**src/rtl/sobel_frame_ctrl.sv**
```systemverilog
// Purpose: frame sequencer between uart_rx and sobel_algorithm.
// Latency: a strobe sampled in cycle N drives pix_en/sof/eol/eof/col/row in cycle N+1.
// Backpressure: none; strobes are always taken except in the one-cycle DONE/ABORT states, where they are dropped.
//
// Ports:
//   sys_clk, sys_rst_n   clock, asynchronous active-low reset
//   rx_valid_flag        one-cycle pulse per received byte
//   thr_req[7:0]         threshold requested by key logic
//   pix_en, sof, eol,    registered one-cycle pixel strobe and frame markers
//   eof, col, row        (col/row hold between strobes)
//   thr_active[7:0]      threshold of the current frame, latched only in IDLE
//   busy                 high while a frame is in progress
//   frame_abort          one-cycle pulse when a frame is dropped on a gap timeout
//   frame_cnt[7:0]       completed frames, wraps 255 -> 0
//
// Build option FRAME_CTRL_TIMEOUT_EN: when defined, an inter-byte gap watchdog
// aborts a stalled frame; when undefined, the watchdog is absent, frame_abort
// is tied low and a stalled frame waits in RECV until reset.
module sobel_frame_ctrl #(
  parameter int unsigned IMG_W       = 100,
  parameter int unsigned IMG_H       = 100,
  parameter int unsigned TIMEOUT_CYC = 5000000,
  parameter logic [7:0]  THR_INIT    = 8'd100
) (
  input  logic       sys_clk,
  input  logic       sys_rst_n,
  input  logic       rx_valid_flag,
  input  logic [7:0] thr_req,
  output logic       pix_en,
  output logic       sof,
  output logic       eol,
  output logic       eof,
  output logic [9:0] col,
  output logic [9:0] row,
  output logic [7:0] thr_active,
  output logic       busy,
  output logic       frame_abort,
  output logic [7:0] frame_cnt
);

  typedef enum logic [1:0] {IDLE, RECV, DONE, ABORT} state_t;

  state_t     state_q, state_d;

  // Position of the next pixel expected in the frame.
  logic [9:0] pos_col_q, pos_row_q, pos_col_d, pos_row_d;
  logic       last_col, last_row;

  logic       pix_en_d, sof_d, eol_d, eof_d, busy_d, abort_d;
  logic [9:0] col_d, row_d;
  logic [7:0] thr_d, cnt_d;

  // High when the gap counter is about to reach TIMEOUT_CYC-1 with no strobe.
  logic       gap_hit;

  assign last_col = (pos_col_q == 10'(IMG_W - 1));
  assign last_row = (pos_row_q == 10'(IMG_H - 1));

`ifdef FRAME_CTRL_TIMEOUT_EN
  localparam int unsigned GAP_W = $clog2(TIMEOUT_CYC);

  logic [GAP_W-1:0] gap_q;

  // Counts RECV cycles without a strobe; a strobe always clears it, so a
  // strobe coinciding with the terminal count keeps the frame alive.
  assign gap_hit = (state_q == RECV) && !rx_valid_flag &&
                   (gap_q == GAP_W'(TIMEOUT_CYC - 2));

  always_ff @(posedge sys_clk or negedge sys_rst_n) begin
    if (!sys_rst_n) begin
      gap_q <= '0;
    end else if (state_q == RECV && !rx_valid_flag) begin
      gap_q <= gap_q + GAP_W'(1);
    end else begin
      gap_q <= '0;
    end
  end
`else
  assign gap_hit = 1'b0;
`endif

  // State register
  always_ff @(posedge sys_clk or negedge sys_rst_n) begin
    if (!sys_rst_n) begin
      state_q <= IDLE;
    end else begin
      state_q <= state_d;
    end
  end

  // Next-state logic
  always_comb begin
    state_d = state_q;
    case (state_q)
      IDLE: if (rx_valid_flag) state_d = RECV;
      RECV: begin
        if (rx_valid_flag && last_col && last_row) begin
          state_d = DONE;
        end else if (gap_hit) begin
          state_d = ABORT;
        end
      end
      DONE:    state_d = IDLE;
      ABORT:   state_d = IDLE;
      default: state_d = IDLE;
    endcase
  end

  // Output logic: next values for the registered outputs and position counters
  always_comb begin
    pix_en_d  = 1'b0;
    sof_d     = 1'b0;
    eol_d     = 1'b0;
    eof_d     = 1'b0;
    abort_d   = 1'b0;
    col_d     = col;
    row_d     = row;
    thr_d     = thr_active;
    busy_d    = busy;
    cnt_d     = frame_cnt;
    pos_col_d = pos_col_q;
    pos_row_d = pos_row_q;
    case (state_q)
      IDLE: begin
        // Threshold follows the keys only while no frame is open.
        thr_d     = thr_req;
        pos_col_d = '0;
        pos_row_d = '0;
        if (rx_valid_flag) begin
          pix_en_d  = 1'b1;
          sof_d     = 1'b1;
          col_d     = '0;
          row_d     = '0;
          busy_d    = 1'b1;
          pos_col_d = 10'd1;
        end
      end
      RECV: begin
        if (rx_valid_flag) begin
          pix_en_d = 1'b1;
          col_d    = pos_col_q;
          row_d    = pos_row_q;
          if (last_col) begin
            eol_d     = 1'b1;
            eof_d     = last_row;
            pos_col_d = '0;
            pos_row_d = pos_row_q + 10'd1;
          end else begin
            pos_col_d = pos_col_q + 10'd1;
          end
        end else if (gap_hit) begin
          abort_d = 1'b1;
          busy_d  = 1'b0;
        end
      end
      DONE: begin
        busy_d = 1'b0;
        cnt_d  = frame_cnt + 8'd1;
      end
      ABORT: begin
        busy_d = 1'b0;
      end
      default: ;
    endcase
  end

  // Output and position registers
  always_ff @(posedge sys_clk or negedge sys_rst_n) begin
    if (!sys_rst_n) begin
      pix_en     <= 1'b0;
      sof        <= 1'b0;
      eol        <= 1'b0;
      eof        <= 1'b0;
      col        <= '0;
      row        <= '0;
      thr_active <= THR_INIT;
      busy       <= 1'b0;
      frame_cnt  <= '0;
      pos_col_q  <= '0;
      pos_row_q  <= '0;
    end else begin
      pix_en     <= pix_en_d;
      sof        <= sof_d;
      eol        <= eol_d;
      eof        <= eof_d;
      col        <= col_d;
      row        <= row_d;
      thr_active <= thr_d;
      busy       <= busy_d;
      frame_cnt  <= cnt_d;
      pos_col_q  <= pos_col_d;
      pos_row_q  <= pos_row_d;
    end
  end

`ifdef FRAME_CTRL_TIMEOUT_EN
  always_ff @(posedge sys_clk or negedge sys_rst_n) begin
    if (!sys_rst_n) begin
      frame_abort <= 1'b0;
    end else begin
      frame_abort <= abort_d;
    end
  end
`else
  assign frame_abort = 1'b0;
`endif

endmodule

```
**config.mk**
```make
export PLATFORM = sky130hd
export DESIGN_NAME = sobel_frame_ctrl
export DESIGN_NICKNAME = d
export VERILOG_FILES = /design/src/rtl/sobel_frame_ctrl.sv
export SDC_FILE = /design/constraint.sdc
export NUM_CORES = 1
export LEC_CHECK = 0
export CAP_MARGIN = 40
export CELL_PAD_IN_SITES_DETAIL_PLACEMENT = 1
export CELL_PAD_IN_SITES_GLOBAL_PLACEMENT = 1
export CORE_ASPECT_RATIO = 0.75
export CORE_MARGIN = 1.5
export CORE_UTILIZATION = 40
export CTS_CLUSTER_DIAMETER = 60
export DETAILED_ROUTE_END_ITERATION = 7
export MAX_ROUTING_LAYER = met4
export PLACE_DENSITY = 0.88
export SLEW_MARGIN = 10
export SYNTH_ARGS = -nofsm -noshare
export SYNTH_HDL_FRONTEND = slang
export SYNTH_SLANG_ARGS = --single-unit
```
**constraint.sdc**
```tcl
create_clock -name sys_clk -period 1.99 [get_ports sys_clk]
set_input_delay 0.4975 -clock sys_clk [delete_from_list [all_inputs] [get_ports sys_clk]]
set_output_delay 0.4975 -clock sys_clk [all_outputs]
set_load 0.1 [all_outputs]
```
== Word level (Yosys, flattened, before mapping) ==
Cells that the tools add are included.

* $add $sub $neg: 3
* $mul: 0
* Divide/modulo/power cells: 0
* Magnitude comparators: 0
* Equal/unequal tests: 9
* Shifts and indexed selects: 0
* Muxes and demuxes: 26
* Bitwise operators: 1
* Reduce and logical (&&, ||, !) cells: 11

{| class="wikitable"
|+ Operators with widths
! operator !! number
|-
| $pmux 10 s2 || 4
|-
| $mux 10 || 7
|-
| $add 10x1->10 const B || 2
|-
| $eq 10x7->1 const B || 2
|-
| $mux 1 || 11
|-
| $add 8x1->8 const B || 1
|-
| $ne 2x2->1 const B || 4
|-
| $pmux 2 s3 || 1
|-
| $reduce_and 2->1 || 3
|-
| $reduce_and 3->1 || 2
|-
| $eq 2x2->1 const B || 2
|-
| $mux 2 || 2
|-
| $reduce_or 2->1 || 2
|-
| $eq 2x1->1 const B || 1
|-
| $logic_and 1x1->1 || 2
|-
| $logic_not 2->1 || 1
|-
| $pmux 1 s2 || 1
|-
| $reduce_bool 2->1 || 1
|-
| $not 1->1 || 1
|}

* Flip-flop bits (word level): 63
* Latch bits: 0
* RAM bits: 0
* Memory bits (read-only): 0
* Bits of input ports: 11
* Output and inout port bits: 42
* Word-level logic and storage cells: 62
* Memories: 0

== Logic depth before layout (Yosys ltp) ==
* Depth in word-level cells: 5
* Gate-level depth with buffers: 8

== Worst setup path after synthesis ==
Ideal clock, no wire load.

* Path kind: register to register
* Start point: register frame_cnt[0]
* End point: register frame_cnt[7]
* Data arrival time: 1.714 ns
* Data required time: 1.832 ns
* Path slack: 0.119 ns
* Stages on the path, launching flop included: 5
* Buffers on the path: 0
* Clock period less this slack: 1.871 ns
* Cell sequence: dfrtp_1 -> and3_1 -> and4_1 -> nand3_1 -> xnor2_1

* Longest elaborated chain between the ends: 1

{| class="wikitable"
|+ RTL lines
! what !! RTL line !! text
|-
| start: declaration || 38 || <nowiki>output logic [7:0] frame_cnt</nowiki>
|-
| start signal: assignment || 190 || <nowiki>frame_cnt <= cnt_d;</nowiki>
|-
| $add 8x1->8 || 158 || <nowiki>cnt_d = frame_cnt + 8'd1;</nowiki>
|}

Every way passes these cells.
A chain may end at the register's enable or synchronous reset.

== Worst setup path in the final report ==
* Start point: input rx_valid_flag
* End point: register pos_row_q[9]

* Longest elaborated chain between the ends: 2

{| class="wikitable"
|+ RTL lines
! what !! RTL line !! text
|-
| start: declaration || 27 || <nowiki>input logic rx_valid_flag,</nowiki>
|-
| $ne 2x2->1 (no source line) || n/a ||
|-
| $reduce_and 3->1 (no source line) || n/a ||
|-
| end signal: assignment || 192 || <nowiki>pos_row_q <= pos_row_d;</nowiki>
|-
| end: declaration || 46 || <nowiki>logic [9:0] pos_col_q, pos_row_q, pos_col_d, pos_row_d;</nowiki>
|}

Every way passes these cells.

==> impl_metrics.csv <==
group,metric,value,unit
synthesis,synth_fp_nets,283,
power_and_ir_drop,power.share.sequential,42.0,%
sta,final.setup_skew,0.00549,ns
final_layout,synthToLayoutAreaGrowth,43.2,%
outcome,outcome,"completed",
floorplanning,row_count,26,
sta,min_period,1.93,ns
setup_path,r2r-start,"pos_col_q[0]",
synthesis,netlist_instances,269,
power_and_ir_drop,total_power,3.73,mW
grt,antenna_found_initial,0,
floorplanning,die_height,75.8,µm
cts,cts_inserted_buffers,9,
sta,whs,0.162,ns
cts,tritoncts,"yes",
final_layout,layout_common_cells,"dfrtp_1, nand2_1, buf_12",
routing,drc_errors,0,
routing,firstDrtPassIters,5,
synthesis,synth_area_leaders,"dfrtp_1, nand2_1, o21ai_0",
synthesis,ys_seq_area_share,55.9,%
sta,maxSlewViolCount,0,
cts,cts_buffer_depth,2,
routing,ant_nets,0,
floorplanning,design.die.area,0.00758,mm²
placement,place_congestion,0.831,
sta,setup-tns-final,0,ns
sta,setup_viol,0,
final_layout,layout_commonest_cell,"dfrtp_1",
cts,clock-sinks,63,
setup_path,path_class,"in2reg",
sta,hold_viol_final,0,
sta,grt_setup_unrepaired,"false",
setup_path,cp_max_fo,5,
placement,post-dp-hpwl,5190,µm
synthesis,synth.top_cell.area_share,53.1,%
floorplanning,die_w,100,µm
floorplanning,initial_core_util,41.4,%
routing,dr.first_iter.drc_count,82,
cts,cts_hold_buf,0,
setup_path,cp_num_buf_inv,1,
cts,ctsRootBufferMaster,"clkbuf_8",
grt,grt-ovfl-total,0,
routing,wl_per_cell,17.8,µm
synthesis,syn_avg_cell_area,10.5,µm²
power_and_ir_drop,ir_worst_vdd,0.586,mV
setup_path,reg2regPathDepth,6,
hold_path,hold_class,"in2async",
power_and_ir_drop,internal-power,2.41,mW
grt,first_global_vias,2437,
cts,cts.clk_slew.worst_paths,0.07,ns
flow_run,cap_violations,0,
routing,drt-total-wl,7480,µm
routing,vias,2262,
power_and_ir_drop,cellPowerDensity,920,mW/mm²
final_layout,fillers,741,
grt,grtUsageTotal,23.1,%
cts,htree_levels,3,
floorplanning,coreArea,0.00683,mm²
final_layout,layout-drive-gt1-share,27.9,%
setup_path,worst_path_largest_cell_delay,0.59,ns
power_and_ir_drop,p_leak,1.81,nW
setup_path,crit_path_end_kind,"flip-flop",
setup_path,r2r_end,"pos_row_q[6]",
cts,clk_latency,0.34,ns
setup_path,reg2reg_slack,0.13,ns
synthesis,synth_seq_cells,63,
final_layout,finalNetCount,346,
synthesis,synth_top_cell_by_area,"dfrtp_1",
setup_path,cp.arrival,2.20,ns
power_and_ir_drop,power_frac_clock,29.2,%
synthesis,ys.flop_type,"dfrtp_1",
setup_path,startpoint_type,"primary input",
setup_path,cp_cell_sequence,"clkdlybuf4s50_1, and4bb_1, nand4_2, or4_1, a21oi_1",
synthesis,synth_edf_count,0,
synthesis,syn_area,0.00283,mm²
power_and_ir_drop,power_switching,1.32,mW
placement,port_buffers,51,
sta,max_freq,517,MHz
grt,grt_max_degree,42,
synthesis,async_reset_ff_share,100,%
setup_path,cpMaxStageDelayCell,"clkdlybuf4s50_1",
power_and_ir_drop,pwr-share-comb,28.8,%
setup_path,crit_family,"simple AND/OR/NAND/NOR gates",
setup_path,cp.required,2.26,ns
grt,grt_pass1_wl,12600,µm
final_layout,n_antenna_cell,0,
synthesis,synth_cell_types,43,
routing,viasPerCell,5.37,
power_and_ir_drop,switching_share,35.4,%
sta,fin_crit_sh,97.1,%
synthesis,yosysWarnings,0,
floorplanning,io_pins,53,
-- Yosys cell counts, types with 2 or more instances --
cell type  number
a21oi_1         8
clkbuf_1        9
dfstp_2         3
nor3_1          4
mux2_2         10
buf_4           3
nand2_1        48
or4_1           2
xnor2_1         9
nor4b_1         4
nand3_1        10
xor2_1          4
and4bb_1        2
buf_6           3
a32o_1          2
or3_1           6
nor2b_1         2
nand2b_1        2
buf_2           2
dfrtp_1        60
inv_1           3
a221o_1         2
nand4_1         5
nor2_1         15
o21ai_0        25
o31ai_1         2
and3_1          3
and4_1          3
ha_1            3
or2_2           2
-- cells by family after synthesis --
kind of cell             synth area share [%]
AO/OA/AOI/OAI                            8.81
XOR/XNOR                                 4.03
adder cells (fa/ha/maj)                  1.33
buffers and inverters                    4.25
flip-flops                               55.9
multiplexers                             3.98
other                                   0.133
AND/OR/NAND/NOR                          21.6
-- repair_timing --
action	4_1_cts	5_1_grt
buffers inserted	0	1
endpoints found under the setup margin	0	2
resized for setup	0	1
endpoints found under the hold margin	0	0
-- flip-flops by register name, summed over array words and instances, names as in the netlist, 2 cells and up --
register    cells
col            10
frame_cnt       8
pos_col_q      10
pos_row_q      10
row            10
state_q         2
thr_active      8
-- metrics by stage --
| step | setup WS (ns) | utilization (%) | cell area, µm² | cells |
|---|---|---|---|---|
| after floorplan | 0.119 | - | 2830 | 269 |
| after global placement | -0.125 | 56.4 | 3850 | 404 |
| after detailed placement | -0.222 | 56.4 | 3850 | 404 |
| after CTS | 0.0608 | 59.1 | 4040 | 420 |
| after global routing | 0.0269 | 59.3 | 4050 | 421 |
| final | 0.0574 | 59.3 | 4050 | 421 |
-- power by group through the flow --
stage               Clock (mW)  Combinational [mW]  Sequential, mW
floorplan                    0               0.276            1.95
global placement             0                1.05            1.57
detailed placement           0                1.07            1.58
CTS                       1.12                1.07            1.56
global route              1.17                1.13            1.58
finish                    1.09                1.07            1.57
-- final cells by class --
cell class / instances / area, µm² / share of cell area [%]
Multi-Input combinational cell: 185 / 1130 / 27.8
Sequential cell: 63 / 1580 / 39.1
Tap cell: 84 / 105 / 2.60
Timing Repair Buffer: 69 / 1030 / 25.3
Clock inverter: 4 / 45.0 / 1.11
Inverter: 4 / 20.0 / 0.494
Clock buffer: 12 / 145 / 3.58
-- per-layer routing --
metal  routed length [µm]  up-vias  share of wire (%)  track usage, %
li1                     -     1061                  -               -
met1                 3440     1128                 46            28.2
met2                 3620       69                 48            37.3
met3                  380        4                5.1            7.52
met4                   40        0               0.53            6.57
met5                    0        -                  0               -
-- worst max path at each step --
stage / start / end / slack (ns) / cells after the start
3_3_place_gp: rx_valid_flag / pos_row_q[9] / -0.13 / 5
5_1_grt: rx_valid_flag / pos_row_q[4] / 0.03 / 7
3_5_place_dp: rx_valid_flag / pos_row_q[9] / -0.22 / 5
6_report: rx_valid_flag / pos_row_q[9] / 0.06 / 5
2_1_floorplan: frame_cnt[0] / frame_cnt[7] / 0.12 / 4
4_1_cts: rx_valid_flag / pos_row_q[9] / 0.06 / 5
Power figures use the tool's default switching activity.
